`config.mk`:
```
export PLATFORM = sky130hd
export DESIGN_NAME = turfio_ps_ctrl
export DESIGN_NICKNAME = d
export VERILOG_FILES = /design/src/rtl/turfio_ps_ctrl.sv
export SDC_FILE = /design/constraint.sdc
export NUM_CORES = 1
export LEC_CHECK = 0
export ABC_AREA = 1
export BUFFER_PORTS_ARGS = -buffer_cell sky130_fd_sc_hd__buf_2
export CAP_MARGIN = 20
export CORE_ASPECT_RATIO = 2
export CORE_MARGIN = 5
export CORE_UTILIZATION = 45
export CTS_BUF_LIST = sky130_fd_sc_hd__clkbuf_4
export DETAILED_ROUTE_END_ITERATION = 10
export GPL_TIMING_DRIVEN = 0
export PLACE_DENSITY = 0.67
export SLEW_MARGIN = 20
export SYNTH_ARGS = -nofsm -noshare
export SYNTH_HDL_FRONTEND = slang
export SYNTH_SLANG_ARGS = --single-unit
```
`constraint.sdc`:
```
create_clock -name clk_i -period 2.8 [get_ports clk_i]
set_input_delay 0.28 -clock clk_i [delete_from_list [all_inputs] [get_ports clk_i]]
set_output_delay 0.28 -clock clk_i [all_outputs]
set_load 0.1 [all_outputs]
```
`src/rtl/turfio_ps_ctrl.sv`:
```
// turfio_ps_ctrl
//   Drives the fine phase-shift port of an MMCM. A request asks for N
//   increment steps; each step is one PSEN pulse followed by a wait for
//   PSDONE. The accumulated phase is tracked modulo PHASE_WRAP, which is the
//   number of fine steps in one RXCLK period.
//
//   Optional build macro: TURFIO_PS_TIMEOUT_EN
//     When defined, a step that waits PS_TIMEOUT clocks without PSDONE is
//     abandoned. The request ends and err_o is set.
//
// Ports
//   clk_i         phase-shift clock (MMCM PSCLK), the only clock
//   rst_n_i       synchronous active-low reset
//   locked_i      MMCM LOCKED (asynchronous, synchronized here)
//   step_valid_i  request to apply step_count_i increments
//   step_count_i  number of increments, sampled on acceptance
//   step_ready_o  idle with a valid lock; accept = valid & ready
//   ps_en_o       MMCM PSEN, single-cycle pulse
//   ps_done_i     MMCM PSDONE
//   phase_o       accumulated phase, 0..PHASE_WRAP-1
//   busy_o        request in progress
//   err_o         sticky error (timeout or lock loss mid-request)
//   err_clr_i     clears err_o; a simultaneous new error wins
module turfio_ps_ctrl #(
  parameter int PHASE_WRAP = 672,
  parameter int PS_TIMEOUT = 63
) (
  input  logic        clk_i,
  input  logic        rst_n_i,
  input  logic        locked_i,
  input  logic        step_valid_i,
  input  logic [15:0] step_count_i,
  output logic        step_ready_o,
  output logic        ps_en_o,
  input  logic        ps_done_i,
  output logic [9:0]  phase_o,
  output logic        busy_o,
  output logic        err_o,
  input  logic        err_clr_i
);

  typedef enum logic [1:0] {
    IDLE  = 2'd0,
    ISSUE = 2'd1,
    WAIT  = 2'd2
  } state_t;

  // Two-stage synchronizer for the asynchronous LOCKED input.
  (* ASYNC_REG = "TRUE" *) logic lock_meta_q;
  (* ASYNC_REG = "TRUE" *) logic lock_sync_q;

  always_ff @(posedge clk_i) begin
    if (!rst_n_i) begin
      lock_meta_q <= 1'b0;
      lock_sync_q <= 1'b0;
    end else begin
      lock_meta_q <= locked_i;
      lock_sync_q <= lock_meta_q;
    end
  end

  state_t      state_q;
  logic [15:0] remaining_q;
  logic [9:0]  phase_q;
  logic        ps_en_q;
  logic        busy_q;
  logic        err_q;
  logic        err_set;
  logic        timeout_hit;

`ifdef TURFIO_PS_TIMEOUT_EN
  localparam int TW = $clog2(PS_TIMEOUT + 1);
  logic [TW-1:0] to_cnt_q;

  // The counter holds k during the (k+1)-th WAIT cycle. Expiry is declared
  // at the end of the PS_TIMEOUT-th WAIT cycle.
  assign timeout_hit = (state_q == WAIT) && !ps_done_i &&
                       (to_cnt_q == TW'(PS_TIMEOUT - 1));
`else
  logic unused_timeout_param;
  assign unused_timeout_param = (PS_TIMEOUT != 0);
  assign timeout_hit = 1'b0;
`endif

  // Losing lock aborts a request in flight. Losing lock in IDLE is not an error.
  assign err_set = (!lock_sync_q && (state_q != IDLE)) ||
                   (lock_sync_q && timeout_hit);

  always_ff @(posedge clk_i) begin
    if (!rst_n_i) begin
      state_q     <= IDLE;
      remaining_q <= 16'd0;
      phase_q     <= 10'd0;
      ps_en_q     <= 1'b0;
      busy_q      <= 1'b0;
      err_q       <= 1'b0;
`ifdef TURFIO_PS_TIMEOUT_EN
      to_cnt_q    <= '0;
`endif
    end else begin
      ps_en_q <= 1'b0;

      if (err_set) begin
        err_q <= 1'b1;
      end else if (err_clr_i) begin
        err_q <= 1'b0;
      end

      if (!lock_sync_q) begin
        state_q     <= IDLE;
        remaining_q <= 16'd0;
        phase_q     <= 10'd0;
        busy_q      <= 1'b0;
      end else begin
        case (state_q)
          IDLE: begin
            if (step_valid_i) begin
              remaining_q <= step_count_i;
              if (step_count_i != 16'd0) begin
                state_q <= ISSUE;
                ps_en_q <= 1'b1;
                busy_q  <= 1'b1;
              end
            end
          end

          ISSUE: begin
            state_q <= WAIT;
`ifdef TURFIO_PS_TIMEOUT_EN
            to_cnt_q <= '0;
`endif
          end

          WAIT: begin
            if (ps_done_i) begin
              if (phase_q == 10'(PHASE_WRAP - 1)) begin
                phase_q <= 10'd0;
              end else begin
                phase_q <= phase_q + 10'd1;
              end
              remaining_q <= remaining_q - 16'd1;
              if (remaining_q == 16'd1) begin
                state_q <= IDLE;
                busy_q  <= 1'b0;
              end else begin
                state_q <= ISSUE;
                ps_en_q <= 1'b1;
              end
            end else if (timeout_hit) begin
              remaining_q <= 16'd0;
              state_q     <= IDLE;
              busy_q      <= 1'b0;
            end
`ifdef TURFIO_PS_TIMEOUT_EN
            else begin
              to_cnt_q <= to_cnt_q + TW'(1);
            end
`endif
          end

          default: begin
            state_q <= IDLE;
            busy_q  <= 1'b0;
          end
        endcase
      end
    end
  end

  assign step_ready_o = (state_q == IDLE) && lock_sync_q;
  assign ps_en_o      = ps_en_q;
  assign busy_o       = busy_q;
  assign phase_o      = phase_q;
  assign err_o        = err_q;

endmodule
```
# Yosys cells after proc, flatten, opt, wreduce, memory -nomap -nowiden
# Index checks and enable logic that the tools add are counted.
# word_totals
regBits,33
output_inout_bits,14
wordCells,53
inputBits,22
# classes
eq_ne,8
bitwise,1
mux,21
reduce_logical,13
n_addsub,2
# ops
cell,count
$mux 16,2
$pmux 16 s2,1
$eq 16x1->1 const B,1
$reduce_bool 16->1,1
$sub 16x1->16 const B,1
$mux 1,11
$add 10x1->10 const B,1
$eq 10x10->1 const B,1
$mux 10,1
$ne 2x2->1 const B,4
$mux 2,3
$pmux 2 s3,1
$reduce_and 3->1,2
$reduce_bool 2->1,3
$reduce_and 5->1,1
$reduce_and 2->1,2
$pmux 1 s3,1
$eq 2x1->1 const B,1
$eq 2x2->1 const B,1
$logic_and 1x1->1,2
$logic_not 2->1,1
$pmux 1 s2,1
$logic_not 1->1,1
$not 1->1,1

# Longest topological paths before layout
# depth
depth_word,4
depth_mapped,10
depth_no_buf,10

# Worst setup path before layout
# Ideal clock, no wire load.
# synth_timing
path_kind,flip-flop to flip-flop
start,register phase_q[0] (netlist: phase_o[0])
end,register phase_q[8] (netlist: phase_o[8])
path_buffers,0
synth_period_minus_slack_ns,2.150
arrival_time_ns,2.022
setup_time_ns,0.128
stages_incl_launch_ff,8
required_ns,2.672
path_slack_ns,0.650
path_cell_list,dfxtp_1 ha_1 nand2_1 nor2_1 nand4_1 nor2_1 xor2_1 nor2_1
# synth_between
elab_chain_cells,2
elab_cells_between_ends,3
cone_classes,1 x add/sub; 1 x eq/ne; 1 x mux
# synth_lines
item,line_no,rtl
start: declaration,64,logic [9:0] phase_q;
start signal: assignment,139,phase_q <= phase_q + 10'd1;
$add 10x1->10 or $eq 10x10->1 (tied branches),"139, 136",
$mux 10 (*),136,if (phase_q == 10'(PHASE_WRAP - 1)) begin
# Mark *: on every way between the ends. The rest lies on a longest branch, timed or not.
# A chain may end at the register's enable or synchronous reset.

# Final worst setup path
# layout_timing
start,register state_q[0]
end,output step_ready_o
# layout_between
elab_chain_cells,2
# layout_lines
item,line_no,rtl
start: declaration,62,state_t state_q;
start signal: assignment,91,state_q <= IDLE;
start signal: assignment,110,state_q <= IDLE;
start signal: assignment,120,state_q <= ISSUE;
$logic_not 2->1,170,assign step_ready_o = (state_q == IDLE) && lock_sync_q;
$logic_and 1x1->1,170,
end: declaration,33,"output logic step_ready_o,"
# No other way between the ends.

==> impl_metrics.yaml <==
global_routing:
  grt_first_pass_wirelength_um: 9010
  grt_pass1_vias: 1995
  grt_remaining_overflow: 0
  grt_antenna_before_repair: 0
  grt_max_degree: 11
  grt_usage_pct: 20.2
clocking:
  cts_buffer_depth: 2
  cts.sinks: 33
  holdBufCountCts: 0
  cts_tree: "done"
  clkTransAtPathRegs_ps: 100
  ctsResizeCount: 0
  htreeDepth: 2
  insertion_delay_ps: 340
  clockRootBuffer: "clkbuf_4"
  cts_inserted_buffers: 5
  post_cts_buffers: 0
worst_setup_path:
  crit_end: "step_ready_o"
  cp-startpoint: "state_q[0]"
  r2r.worst_path.cells: 10
  cp_max_fo: 4
  worst_ep_required_time_ps: 2520
  crit_type: "reg2out"
  cp.arrival_ps: 1490
  r2r_end: "remaining_q[10]"
  worstSetupStartpointType: "register"
  reg2reg_from: "remaining_q[0]"
  reg2reg_slack_ps: 1270
  endpoint_kind: "output port"
yosys:
  synth_common_cells: "75 x nand2_1, 50 x nor2_1, 33 x dfxtp_1"
  synth.most_common_cell: "nand2_1"
  synth_edf_count: 0
  synth_top_area_share_pct: 34.2
  ys_top_cells_by_area: "dfxtp_1 34%, nand2_1 15%, nor2_1 9.7%"
  async_reset_ff_share_pct: 0
  syn_area_per_cell_um2: 6.48
  syn_area_um2: 1930
  synth_flop_cell: "dfxtp_1"
  postSynthCellCount: 298
  ys_ff_latch: 33
  seq_area_frac_synth_pct: 34.2
  ys_types: 34
  synth_nets: 323
  ys_warn_count: 0
  synth_largest_area_cell: "dfxtp_1"
finish:
  num_antenna_cells: 0
  final_area_um2: 2220
  num-fill-cells: 451
  finalNetCount: 365
  multi_input_area_um2: 1110
  stdcell_count: 392
  layout-drive-gt1-share_pct: 17.9
  seq_area_um2: 661
  area_growth_pct: 15.0
route:
  drt_pass1_iterations: 4
  drc_errors: 0
  drt-initial-drc-count: 63
  vias: 2034
  postRouteAntennaNets: 0
  wl_per_cell_um: 13.6
  postRouteWirelength_um: 5340
  via_per_inst: 5.19
place:
  hpwl_um: 4160
  placed_cell_area_um2: 2170
  dpl.cell_count: 385
  port_buffers: 35
  post-place-ws_ps: 1280
  place.gp.congestion: 0.825
timing:
  slew_viol_final: 0
  layout_min_cycle_time_ps: 1770
  relSlewSlack_pct: 65.4
  hold_ws_ps: 131
  rsz0062_at_grt: "false"
  tightest_slew_ps: 520
  max_freq_ghz: 0.565
  fin_skew_ps: 13.0
  setup_tns_ps: 0
  hold_viol: 0
  fin_crit_sh_pct: 63.2
  layout_setup_ws_ps: 1030
  setup_violations: 0
hold_path:
  whs_path_depth: 3
  hold_class: "in2reg"
floorplan:
  die_area_um2: 5780
  core_um2: 4130
  start_util_pct: 46.8
  die_h_um: 103
  placementRows: 33
  die_x_um: 56.3
  ios: 36
power:
  total_leakage_power_nw: 1.01
  power.density_nw_per_um2: 384
  ir_drop_mv: 0.351
flow_run:
  maxCapViolations: 0
status:
  status: "completed"
final cells by class:
class                           instances  share of cell area [%]
Timing Repair Buffer                   35                    7.89
Sequential cell                        33                    29.8
Clock inverter                          2                   0.507
Multi-Input combinational cell        228                    50.2
Buffer                                  7                    1.92
Tap cell                               52                    2.93
Inverter                               30                    5.07
Clock buffer                            5                    1.69
metal layers:
metal | vias to the layer above | wire length, um | global-route usage, %
met5 | - | 0 | 0
met4 | 0 | 233 | 12.1
met3 | 16 | 271 | 4.89
met2 | 56 | 2850 | 38.3
met1 | 904 | 1990 | 19.3
li1 | 1058 | - | -
sequential cells by signal, indices dropped and copies added (netlist names):
signal and cells:
remaining_q 16, lock_sync_q 1, state_q 2, ps_en_o 1
lock_meta_q 1, err_o 1, busy_o 1, phase_o 10
cells by family after synthesis:
kind of cell | count (synthesis) | synth area share (%)
compound gates | 53 | 15.4
xor+xnor | 5 | 2.27
flops | 33 | 34.2
simple gates | 167 | 38.2
buf+inv | 37 | 8.04
fa+ha+maj | 3 | 1.94
cell usage in the layout (no fill, tap or decap), drive strengths merged, types with 3 or more instances in the layout:
cell type / n
xor2: 4
nand4: 4
or2: 3
buf: 41
ha: 3
nor3: 8
o21ai: 21
nand3: 13
a31oi: 6
inv: 30
dfxtp: 33
nor2: 54
a21oi: 17
nand2: 77
o21bai: 3
clkbuf: 6
a211oi: 4
critical path, cell delays in order (launching register included):
cell,delay [ps]
dfxtp_1,360
nor2_2,200
inv_1,80
nor2_1,80
buf_2,430
metrics by stage:
stage                     util [%]  power, W
after floorplan                  -  0.000565
after global placement        52.6  0.000604
after detailed placement      52.6  0.000605
after CTS                     53.8  0.000859
after global routing          53.8  0.000897
final                         53.8  0.000852
report_power, final:
part / internal (W) / switching, W
Sequential: 0.000474 / 0.00000423
Combinational: 0.0000422 / 0.0000734
Clock: 0.0000902 / 0.000168
Total: 0.000607 / 0.000245
worst min path at each step:
stage / endpoint / slack [ps] / start
5_1_grt: lock_meta_q / 130 / locked_i
3_5_place_dp: lock_sync_q / 410 / lock_meta_q
3_3_place_gp: lock_sync_q / 410 / lock_meta_q
4_1_cts: lock_meta_q / 120 / locked_i
6_report: lock_meta_q / 130 / locked_i
2_1_floorplan: lock_meta_q / 370 / rst_n_i
Power figures use the tool's default switching activity.
